`config.mk`:
```
export PLATFORM = sky130hd
export DESIGN_NAME = pc_unit_flat
export DESIGN_NICKNAME = d
export VERILOG_FILES = /design/src/rtl/pc_unit_pkg.sv /design/src/rtl/pc_unit_if.sv /design/src/rtl/pc_target_calc.sv /design/src/rtl/pc_unit.sv /design/src/flat_wrapper.sv
export SDC_FILE = /design/constraint.sdc
export NUM_CORES = 1
export LEC_CHECK = 0
export BUFFER_PORTS_ARGS = -buffer_cell sky130_fd_sc_hd__clkbuf_2
export CAP_MARGIN = 30
export CORE_MARGIN = 2
export CORE_UTILIZATION = 25
export DETAILED_ROUTE_END_ITERATION = 12
export PLACE_DENSITY = 0.45
export SETUP_SLACK_MARGIN = 0.02
export SYNTH_ARGS = -nofsm -noshare
export SYNTH_HDL_FRONTEND = slang
export SYNTH_SLANG_ARGS = --single-unit
```
`constraint.sdc`:
```
create_clock -name clk -period 3.85 [get_ports clk]
set_clock_uncertainty 0.2 [all_clocks]
set_input_delay 1.155 -clock clk [delete_from_list [all_inputs] [get_ports clk]]
set_output_delay 1.155 -clock clk [all_outputs]
set_load 0.005 [all_outputs]
```
`src/rtl/pc_unit_pkg.sv`:
```
// Shared types and default addresses for the program-counter stage.
package pc_unit_pkg;

  typedef enum logic [1:0] {
    PC_SEQ   = 2'd0,
    PC_DELAY = 2'd1,
    PC_HALT  = 2'd2
  } pc_state_t;

  localparam logic [31:0] PC_RESET_VECTOR = 32'hBFC0_0000;
  localparam logic [31:0] PC_HALT_ADDR    = 32'h0000_0000;

endpackage

```
`src/rtl/pc_unit_if.sv`:
```
// Control/datapath bundle between the decoder side and the next-PC stage.
interface pc_unit_if;

  logic        stall;
  logic        branch;
  logic        cond_met;
  logic        jump1;
  logic        jump2;
  logic [15:0] imdt;
  logic [25:0] instr_index;
  logic [31:0] reg_a;
  logic [31:0] pc;
  logic [31:0] link_addr;
  logic        in_delay;
  logic        active;

  modport master (
    output stall, branch, cond_met, jump1, jump2, imdt, instr_index, reg_a,
    input  pc, link_addr, in_delay, active
  );

  modport slave (
    input  stall, branch, cond_met, jump1, jump2, imdt, instr_index, reg_a,
    output pc, link_addr, in_delay, active
  );

endinterface

```
`src/rtl/pc_target_calc.sv`:
```
// Combinational control-transfer target selection from the current pc.
module pc_target_calc (
  input  logic [31:0] pc,
  input  logic [15:0] imdt,
  input  logic [25:0] instr_index,
  input  logic [31:0] reg_a,
  input  logic        branch,
  input  logic        cond_met,
  input  logic        jump1,
  input  logic        jump2,
  output logic        taken,
  output logic [31:0] target,
  output logic [31:0] pc_plus4
);

  logic signed [31:0] br_off;
  logic        [31:0] br_tgt;
  logic        [31:0] j_tgt;

  // Word offset to byte offset, sign-extended to the full address width.
  function automatic logic signed [31:0] word_to_byte_off(input logic [15:0] off);
    return $signed({{14{off[15]}}, off, 2'b00});
  endfunction

  assign pc_plus4 = pc + 32'd4;
  assign br_off   = word_to_byte_off(imdt);
  assign br_tgt   = pc_plus4 + $unsigned(br_off);
  assign j_tgt    = {pc_plus4[31:28], instr_index, 2'b00};

  always_comb begin
    taken  = 1'b1;
    target = reg_a;
    if (jump2) begin
      target = reg_a;
    end else if (jump1) begin
      target = j_tgt;
    end else if (branch && cond_met) begin
      target = br_tgt;
    end else begin
      taken  = 1'b0;
      target = pc_plus4;
    end
  end

endmodule

```
`src/rtl/pc_unit.sv`:
```
// Next-PC stage: sequential fetch, one-instruction branch delay slot, link
// address and halt on a control transfer to the halt address.
module pc_unit
  import pc_unit_pkg::*;
#(
  parameter logic [31:0] RESET_VECTOR = PC_RESET_VECTOR,
  parameter logic [31:0] HALT_ADDR    = PC_HALT_ADDR
) (
  input  logic       clk,
  input  logic       reset,
  pc_unit_if.slave   bus
);

  pc_state_t   state_q, state_d;
  logic [31:0] pc_q, pc_d;
  logic [31:0] pending_q, pending_d;
  logic        in_delay_q, in_delay_d;
  logic        active_q, active_d;

  logic        taken;
  logic [31:0] target;
  logic [31:0] pc_plus4;

  pc_target_calc u_target (
    .pc          (pc_q),
    .imdt        (bus.imdt),
    .instr_index (bus.instr_index),
    .reg_a       (bus.reg_a),
    .branch      (bus.branch),
    .cond_met    (bus.cond_met),
    .jump1       (bus.jump1),
    .jump2       (bus.jump2),
    .taken       (taken),
    .target      (target),
    .pc_plus4    (pc_plus4)
  );

  always_ff @(posedge clk) begin
    if (reset) begin
      state_q    <= PC_SEQ;
      pc_q       <= RESET_VECTOR;
      pending_q  <= '0;
      in_delay_q <= 1'b0;
      active_q   <= 1'b1;
    end else begin
      state_q    <= state_d;
      pc_q       <= pc_d;
      pending_q  <= pending_d;
      in_delay_q <= in_delay_d;
      active_q   <= active_d;
    end
  end

  always_comb begin
    state_d = state_q;
    case (state_q)
      PC_SEQ:   if (!bus.stall && taken) state_d = PC_DELAY;
      PC_DELAY: if (!bus.stall) state_d = (pending_q == HALT_ADDR) ? PC_HALT : PC_SEQ;
      PC_HALT:  state_d = PC_HALT;
      default:  state_d = PC_SEQ;
    endcase
  end

  // Transfer inputs seen while in the delay slot are ignored: pending wins.
  always_comb begin
    pc_d       = pc_q;
    pending_d  = pending_q;
    in_delay_d = in_delay_q;
    active_d   = active_q;
    case (state_q)
      PC_SEQ: begin
        if (!bus.stall) begin
          pc_d = pc_plus4;
          if (taken) begin
            pending_d  = target;
            in_delay_d = 1'b1;
          end
        end
      end
      PC_DELAY: begin
        if (!bus.stall) begin
          pc_d       = pending_q;
          in_delay_d = 1'b0;
          if (pending_q == HALT_ADDR) active_d = 1'b0;
        end
      end
      PC_HALT: begin
        active_d = 1'b0;
      end
      default: begin
        pc_d = pc_q;
      end
    endcase
  end

  assign bus.pc        = pc_q;
  assign bus.link_addr = pc_q + 32'd8;
  assign bus.in_delay  = in_delay_q;
  assign bus.active    = active_q;

endmodule

```
`src/flat_wrapper.sv`:
```
// flat-port wrapper written by rule: the top's interface ports become plain ports
module pc_unit_flat import pc_unit_pkg::*;
#(
  parameter logic [31:0] RESET_VECTOR = PC_RESET_VECTOR,
  parameter logic [31:0] HALT_ADDR    = PC_HALT_ADDR
)
  (clk, reset, bus_stall, bus_branch, bus_cond_met, bus_jump1, bus_jump2, bus_imdt, bus_instr_index, bus_reg_a, bus_pc, bus_link_addr, bus_in_delay, bus_active);
  pc_unit_if bus_i ();
  input  logic clk;
  input  logic reset;
  input wire logic [$bits(bus_i.stall)-1:0] bus_stall;
  input wire logic [$bits(bus_i.branch)-1:0] bus_branch;
  input wire logic [$bits(bus_i.cond_met)-1:0] bus_cond_met;
  input wire logic [$bits(bus_i.jump1)-1:0] bus_jump1;
  input wire logic [$bits(bus_i.jump2)-1:0] bus_jump2;
  input wire logic [$bits(bus_i.imdt)-1:0] bus_imdt;
  input wire logic [$bits(bus_i.instr_index)-1:0] bus_instr_index;
  input wire logic [$bits(bus_i.reg_a)-1:0] bus_reg_a;
  output wire logic [$bits(bus_i.pc)-1:0] bus_pc;
  output wire logic [$bits(bus_i.link_addr)-1:0] bus_link_addr;
  output wire logic [$bits(bus_i.in_delay)-1:0] bus_in_delay;
  output wire logic [$bits(bus_i.active)-1:0] bus_active;
  assign bus_i.stall = bus_stall;
  assign bus_i.branch = bus_branch;
  assign bus_i.cond_met = bus_cond_met;
  assign bus_i.jump1 = bus_jump1;
  assign bus_i.jump2 = bus_jump2;
  assign bus_i.imdt = bus_imdt;
  assign bus_i.instr_index = bus_instr_index;
  assign bus_i.reg_a = bus_reg_a;
  assign bus_pc = bus_i.pc;
  assign bus_link_addr = bus_i.link_addr;
  assign bus_in_delay = bus_i.in_delay;
  assign bus_active = bus_i.active;
  pc_unit #(.RESET_VECTOR(RESET_VECTOR), .HALT_ADDR(HALT_ADDR)) u_core (.clk(clk), .reset(reset), .bus(bus_i));
endmodule
```
Word level (Yosys, flattened, before mapping)
Index checks and enable logic that the tools add are counted.

operators by class
  mux-type cells = 20
  $add $sub $neg = 3
  reduce and logical (&&, ||, !) cells = 12
  bitwise gates (word level) = 1
  equality and inequality tests = 7

operators by type and width
  operator                                                         count
  32-bit 2-to-1 mux                                                5
  32-bit case mux with 2 select lines                              1
  32-bit by 3-bit adder with 32-bit output, second input constant  1
  32-bit adder                                                     1
  32-bit by 4-bit adder with 32-bit output, second input constant  1
  32-bit logical NOT                                               1
  3-bit AND reduction                                              3
  1-bit 2-to-1 mux                                                 8
  2-bit 2-to-1 mux                                                 3
  2-bit by 1-bit != test with 1-bit output, second input constant  3
  2-bit case mux with 3 select lines                               1
  2-bit != test, second input constant                             2
  1-bit case mux with 2 select lines                               2
  4-bit AND reduction                                              1
  2-bit nonzero test                                               2
  2-bit by 1-bit == test with 1-bit output, second input constant  1
  2-bit == test, second input constant                             1
  1-bit logical AND                                                2
  2-bit logical NOT                                                1
  2-bit AND reduction                                              1
  1-bit logical NOT                                                1
  1-bit inverter                                                   1

word-level totals
  word-level logic and storage cells = 48
  register bits after elaboration = 68
  input bits = 81

Depth between registers and ports, before layout
Gate-level depths: netlist of the first run.

  depth after elaboration = 7
  gate-level depth with buffers = 18
  gate-level depth less buffers = 17

By module
Synthesis of the first run repeated with hierarchy kept, for this count alone.

unflattened totals
  cells, all modules = 833
  area, all modules = 6247.2 µm²

by module, submodules not included
  module          times used  area each (µm²)  sequential area each (µm²)  cells an instance
  pc_unit         1           3295.7           1361.3                      391
  pc_target_calc  1           2951.6           0.0                         442

Worst setup path after synthesis of the first run
Ideal clock, no wire load.

  kind = input to register
  start point = input bus_imdt[0]
  end point = register u_core.pending_q[28]
  cell stages on the path = 11
  setup slack = 0.020 ns
  data required time = 3.521 ns
  buffers on the path = 0
  arrival = 3.501 ns
  path through = ha_1 > fa_1 > a21o_1 > a221oi_2 > o221ai_2 > a41o_1 > a211oi_2 > o21ai_2 > o32ai_2 > xor2_1 > o22ai_1

on the way
  cells in the longest elaborated chain, start to end = 4

RTL lines
  item                  RTL line              text
  start, declared       flat_wrapper.sv:16    input wire logic [$bits(bus_i.imdt)-1:0] bus_imdt;
  32-bit adder          pc_target_calc.sv:27  assign br_tgt = pc_plus4 + $unsigned(br_off);
  32-bit 2-to-1 mux     pc_target_calc.sv:37  end else if (branch && cond_met) begin
  32-bit 2-to-1 mux     pc_target_calc.sv:35  end else if (jump1) begin
  32-bit 2-to-1 mux     pc_target_calc.sv:33  if (jump2) begin
  end signal, assigned  pc_unit.sv:48         pending_q <= pending_d;
  end, declared         pc_unit.sv:16         logic [31:0] pending_q, pending_d;

Every way passes these cells.
A chain may end at the register's enable or synchronous reset.

Worst setup path in the final report of the first run
  start point = register u_core.pc_q[3], in the netlist u_core.bus.pc[3]
  end point = output bus_link_addr[25]

on the way
  cells in the longest elaborated chain, start to end = 1

RTL lines
  item                                      RTL line            text
  start, declared                           pc_unit.sv:15       logic [31:0] pc_q, pc_d;
  start signal, assigned                    pc_unit.sv:47       pc_q <= pc_d;
  32-bit by 4-bit adder with 32-bit output  pc_unit.sv:97       assign bus.link_addr = pc_q + 32'd8;
  end, declared                             flat_wrapper.sv:20  output wire logic [$bits(bus_i.link_addr)-1:0] bus_link_addr;

Every way passes these cells.

==> results of run 1 <==
## worst min-delay path by stage
stage                     cells after the start  slack [ns]              start                 to
after floorplan                               2        0.24  u_core.bus.active  u_core.bus.active
final                                         2        0.27  u_core.bus.active  u_core.bus.active
after global placement                        2        0.27  u_core.bus.pc[18]  u_core.bus.pc[18]
after global routing                          2        0.31  u_core.bus.active  u_core.bus.active
after detailed placement                      2        0.27  u_core.bus.active  u_core.bus.active
after CTS                                     2        0.28  u_core.bus.active  u_core.bus.active
## cells in the mapped netlist, types with 25 or more instances
cell | instances | area share
a21oi_1 | 73 | 0.057
clkbuf_1 | 35 | 0.021
dfxtp_1 | 68 | 0.21
ha_1 | 37 | 0.073
inv_1 | 25 | 0.015
nand2_1 | 89 | 0.052
nand3_1 | 30 | 0.024
nor2_1 | 90 | 0.053
nor3_1 | 25 | 0.020
o21ai_0 | 43 | 0.034
xnor2_1 | 43 | 0.059
xor2_1 | 32 | 0.044
## flip-flops by register name (all words and copies together) (netlist names)
register,cells
u_core.state_q,2
u_core.bus.active,1
u_core.bus.in_delay,1
u_core.pending_q,32
u_core.bus.pc,32
## routing by layer
metal | vias to the layer above | global-route usage | part of all wire
li1 | 3636 | - | -
met1 | 3343 | 0.298 | 0.51
met2 | 171 | 0.291 | 0.43
met3 | 25 | 0.0150 | 0.043
met4 | 0 | 0.0526 | 0.016
met5 | - | 0 | 0
## logic make-up after synthesis
logic type,count (synthesis)
compound gates,249
xor+xnor,76
fa+ha+maj,38
buf+inv,87
flops,68
mux,18
simple gates,324
## repair_timing
| item | 4_1_cts | 5_1_grt |
|---|---|---|
| gates resized for setup | 21 | 58 |
| endpoints found under the setup margin | 13 | 21 |
| pin swaps | 9 | 37 |
| buffers inserted | 9 | 9 |
## report_power, final
part	internal, µW	switching [µW]
combinational	389	467
sequential	755	61.8
clock	505	354
total	1650	883
## cell type report
class                      instances  area [µm²]  share of cell area
clock inverter                     7        76.3             0.00836
inverter                          27         101              0.0111
timing repair buffer             306        1950               0.214
tap                              330         413              0.0452
sequential                        68        1370               0.150
clock buffer                       9         225              0.0247
multi-input combinational        705        4990               0.547
## critical path: stages (launching register included)
cell	delay (ns)
dfxtp_4	0.36
ha_4	0.14
nand4_1	0.20
nor3_4	0.28
and2_4	0.23
nand3_4	0.10
buf_6	0.14
nor3_4	0.21
buf_4	0.15
xor2_1	0.13
buf_2	0.12
## cells in the final DEF (no fill, tap or decap), drive strengths merged, types with 10 or more instances in the layout
master	instances
a211oi	14
a21o	24
a21oi	74
a221oi	14
and2	11
buf	163
clkbuf	152
dfxtp	68
ha	37
inv	26
mux2i	17
nand2	89
nand3	32
nand4	14
nor2	92
nor2b	11
nor3	27
nor4	12
o211ai	22
o21ai	47
o221ai	10
xnor2	43
xor2	33
## metrics by stage
| step | utilization | cells | total power [µW] |
|---|---|---|---|
| 6_report | 0.363 | 1452 | 2530 |
| 5_1_grt | 0.363 | 1452 | 2660 |
| 4_1_cts | 0.350 | 1446 | 2510 |
| 3_5_place_dp | 0.332 | 1421 | 1630 |
| 3_3_place_gp | 0.332 | 1421 | 1640 |
| 2_1_floorplan | - | 860 | 1280 |
==> flow_metrics.env, run 1 <==
export IMPL_fp_coreArea_mm2=0.0251
export IMPL_synth_edf_count=0
export IMPL_grt_pass1_vias=6704
export IMPL_hpwl_mm=21.2
export IMPL_cp_endpoint="bus_link_addr[25]"
export IMPL_drt_iter0_drc=507
export IMPL_initial_core_util=0.254
export IMPL_route_detailed_drc=0
export IMPL_fin_crit_ns=3.76
export IMPL_grt_pass1_wl_mm=40.0
export IMPL_fin_nets=1236
export IMPL_place_ws_ns=-0.265
export IMPL_p_leak_uw=0.00409
export IMPL_grtUsageTotal=0.195
export IMPL_place_area_mm2=0.00833
export IMPL_hold_path_class="reg2reg"
export IMPL_crit_required_ns=2.49
export IMPL_muxShareOfSynthArea=0.0285
export IMPL_startpoint_type="register"
export IMPL_rows=58
export IMPL_finalHoldViolCount=0
export IMPL_synth_top_family_by_area="compound AO/OA/AOI/OAI gates"
export IMPL_htreeDepth=3
export IMPL_avgSynthCellArea_um2=7.41
export IMPL_holdWs_ns=0.274
export IMPL_synth_flop_cell="dfxtp_1"
export IMPL_clk_pin_slew_ns=0.06
export IMPL_vias_per_cell=4.94
export IMPL_first_pass_iters=5
export IMPL_final_area_mm2=0.00913
export IMPL_clock_sinks=68
export IMPL_synthXorXnorAreaFrac=0.106
export IMPL_async_flop_share=0
export IMPL_dieHeight_um=164
export IMPL_tns_ns=0
export IMPL_wl_per_cell_um=18.2
export IMPL_maxCapViolCount=0
export IMPL_r2r_end="u_core.pending_q[28]"
export IMPL_fmaxAchievable_mhz=266
export IMPL_antenna_found_initial=0
export IMPL_outcome="complete, no violations"
export IMPL_fin_crit_sh=0.976
export IMPL_yosysWarnings=0
export IMPL_critical_path_class="reg2out"
export IMPL_slew_headroom=0.516
export IMPL_yosys_area_share_simple=0.253
export IMPL_overflow=0
export IMPL_r2r_cells=14
export IMPL_synth_cell_types=85
export IMPL_tightest_slew_ns=0.721
export IMPL_cts_max_path_buffers=2
export IMPL_synth_seq_area_share=0.214
export IMPL_synth_nets=979
export IMPL_die_area_mm2=0.0268
export IMPL_syn_area_mm2=0.00637
export IMPL_cellPowerDensity_mw_per_mm2=277
export IMPL_drv_slew=0
export IMPL_vias=7175
export IMPL_synth_fa_ha_area_frac=0.0758
export IMPL_numPortBuffers=146
export IMPL_postCtsHoldBufs=0
export IMPL_reg2reg_from="u_core.bus.pc[4]"
export IMPL_syn_to_final_growth_pct=43.3
export IMPL_synth_compound_area_share=0.262
export IMPL_syn_instance_count=860
export IMPL_cp_end_kind="output port"
export IMPL_setup_violations=0
export IMPL_fillers=2743
export IMPL_fp_dieW_um=164
export IMPL_cts_made_buffers=9
export IMPL_n_antenna_cell=0
export IMPL_ys_ff_latch=68
export IMPL_crit_start="u_core.bus.pc[3]"
export IMPL_grt_max_degree=40
export IMPL_peakVddDrop_uv=199
export IMPL_drive_above_1_share=0.364
export IMPL_place_congestion=0.891
export IMPL_root_buffer="clkbuf_16"
export IMPL_io_pins=147
export IMPL_drt_wl_total_mm=26.5
export IMPL_critical_path_max_fanout=4
export IMPL_clkLatencyLatePin_ns=0.35
export IMPL_arrival_ns=2.40
export IMPL_ant_nets=0
export IMPL_rsz0062_at_grt="yes"
export IMPL_reg2reg_slack_ns=0.15
export IMPL_cts_tree="built"
export IMPL_layout_setup_ws_ns=0.0910
Note: power is estimated with default switching activity, not from simulation.
==> run 2: changes to the inputs <==
CORE_UTILIZATION = 35   (was 25)
PLACE_DENSITY = 0.58   (was 0.45)
==> flow_metrics.env, run 2 (same netlist as run 1, synthesis figures left out) <==
export IMPL_outcome="complete, no violations"
export IMPL_combPwrFrac=0.327
export IMPL_io_pins=147
export IMPL_grt_pass1_wl_mm=36.9
export IMPL_startpoint_type="register"
export IMPL_drive_above_1_share=0.349
export IMPL_dieHeight_um=139
export IMPL_drv_slew=0
export IMPL_fin_crit_sh=0.964
export IMPL_cts_max_path_buffers=2
export IMPL_finalNonFillerCells=1336
export IMPL_final_common_cell="clkbuf_2"
export IMPL_p_sw_uw=841
export IMPL_cts_made_buffers=9
export IMPL_vias_per_cell=5.43
export IMPL_seq_area_mm2=0.00137
export IMPL_die_area_mm2=0.0193
export IMPL_p_leak_uw=0.00400
export IMPL_clk_pin_slew_ns=0.06
export IMPL_setup_violations=0
export IMPL_route_detailed_drc=0
export IMPL_sequentialPowerShare=0.319
export IMPL_cellPowerDensity_mw_per_mm2=290
export IMPL_finalHoldViolCount=0
export IMPL_drt_iter0_drc=524
export IMPL_initial_core_util=0.356
export IMPL_fillers=1772
export IMPL_syn_to_final_growth_pct=38.8
export IMPL_crit_chain="buf_4 > ha_2 > and4_4 > nand4_4 > nor2_2 > xor2_1 > buf_4 > ha_4 > a21oi_2 > nor2_1 > or4_1 > a21o_1 > a21oi_4 > o211ai_1 > a21o_1 > a21oi_2 > o41ai_2"
export IMPL_overflow=0
export IMPL_clkLatencyLatePin_ns=0.34
export IMPL_maxCapViolCount=0
export IMPL_fin_nets=1221
export IMPL_hold_path_class="reg2reg"
export IMPL_drt_wl_total_mm=24.3
export IMPL_fp_dieW_um=139
export IMPL_rows=49
export IMPL_critPathSlowestCell="or4_1"
export IMPL_crit_required_ns=3.86
export IMPL_peakVddDrop_uv=201
export IMPL_pwr_share_clk=0.354
export IMPL_cts_tree="built"
export IMPL_critical_path_class="reg2reg"
export IMPL_place_congestion=0.899
export IMPL_final_util=0.494
export IMPL_arrival_ns=3.72
export IMPL_postCtsHoldBufs=0
export IMPL_grt_pass1_vias=6647
export IMPL_path_buf_inv=2
export IMPL_cp_end_kind="register"
export IMPL_slowest_delay_ns=0.46
export IMPL_grt_max_degree=44
export IMPL_dp_cells=1316
export IMPL_fin_crit_ns=3.71
export IMPL_layout_common_cells="clkbuf_2, buf_4, nor2_1"
export IMPL_clock_sinks=68
export IMPL_swShare=0.328
export IMPL_critPathTopFamily="compound AO/OA/AOI/OAI gates"
export IMPL_root_buffer="clkbuf_16"
export IMPL_numPortBuffers=146
export IMPL_fp_coreArea_mm2=0.0179
export IMPL_vias=7250
export IMPL_slew_headroom=0.512
export IMPL_critical_path_max_fanout=4
export IMPL_multi_input_area_mm2=0.00492
export IMPL_htreeDepth=3
export IMPL_n_antenna_cell=0
export IMPL_first_pass_iters=8
export IMPL_internal_power_uw=1720
export IMPL_wl_per_cell_um=18.2
export IMPL_tightest_slew_ns=0.731
export IMPL_hpwl_mm=19.1
export IMPL_ant_nets=0
export IMPL_grtUsageTotal=0.240
export IMPL_fmaxAchievable_mhz=270
export IMPL_antenna_found_initial=0
## run 2: area by class of cell
type                    instances  area share
flip-flops and latches         68       0.155
inverters                      27      0.0115
repair buffers                291       0.209
clock inverters                 4     0.00821
clock buffers                  12      0.0279
well taps                     229      0.0324
multi-input cells             705       0.557
## run 2: what timing repair did
| action | 4_1_cts | 5_1_grt |
|---|---|---|
| endpoints found under the setup margin | 11 | 19 |
| setup buffers | 2 | 2 |
| gates cloned | 0 | 0 |
| resized for setup | 10 | 49 |
| pin swaps | 4 | 34 |
## run 2: stage by stage
step | TNS (ns) | hold WS [ns] | instance area [µm²] | total power [µW] | setup WS, ns
4_1_cts | -0.0194 | 0.257 | 8550 | 2520 | -0.0194
3_3_place_gp | -0.509 | 0.251 | 8170 | 1610 | -0.170
5_1_grt | -0.131 | 0.274 | 8840 | 2670 | -0.0381
6_report | 0 | 0.251 | 8840 | 2560 | 0.140
3_5_place_dp | -0.783 | 0.250 | 8170 | 1610 | -0.214
2_1_floorplan | 0 | 0.239 | 6370 | 1280 | 0.0203
## run 2: worst min-delay path, delay by kind of cell, from the launching register on
kind             cells  cell delay (ns)
flip-flops           1             0.31
AND/OR/NAND/NOR      2             0.09
## run 2: path summary, 6_finish.rpt
| check | startpoint | to | slack (ns) | cells past startpoint |
|---|---|---|---|---|
| worst max register to register | u_core.bus.pc[3] | u_core.pending_q[27] | 0.14 | 17 |
| worst min register to register | u_core.bus.active | u_core.bus.active | 0.25 | 2 |
| worst min-delay path | u_core.bus.active | u_core.bus.active | 0.25 | 2 |
| worst max-delay path | u_core.bus.pc[3] | u_core.pending_q[27] | 0.14 | 17 |
## run 2: layer usage
layer / routed length [µm] / GRT usage
met1: 11800 / 0.366
met2: 10500 / 0.359
met3: 1670 / 0.0314
met4: 367 / 0.0521
met5: 0 / 0
## run 2: power groups by stage
stage	Combinational (µW)	Sequential, µW	Clock [µW]
after detailed placement	784	828	0
after CTS	794	814	914
final	837	817	907
after global placement	784	828	0
after global routing	909	823	942
after floorplan	473	807	0
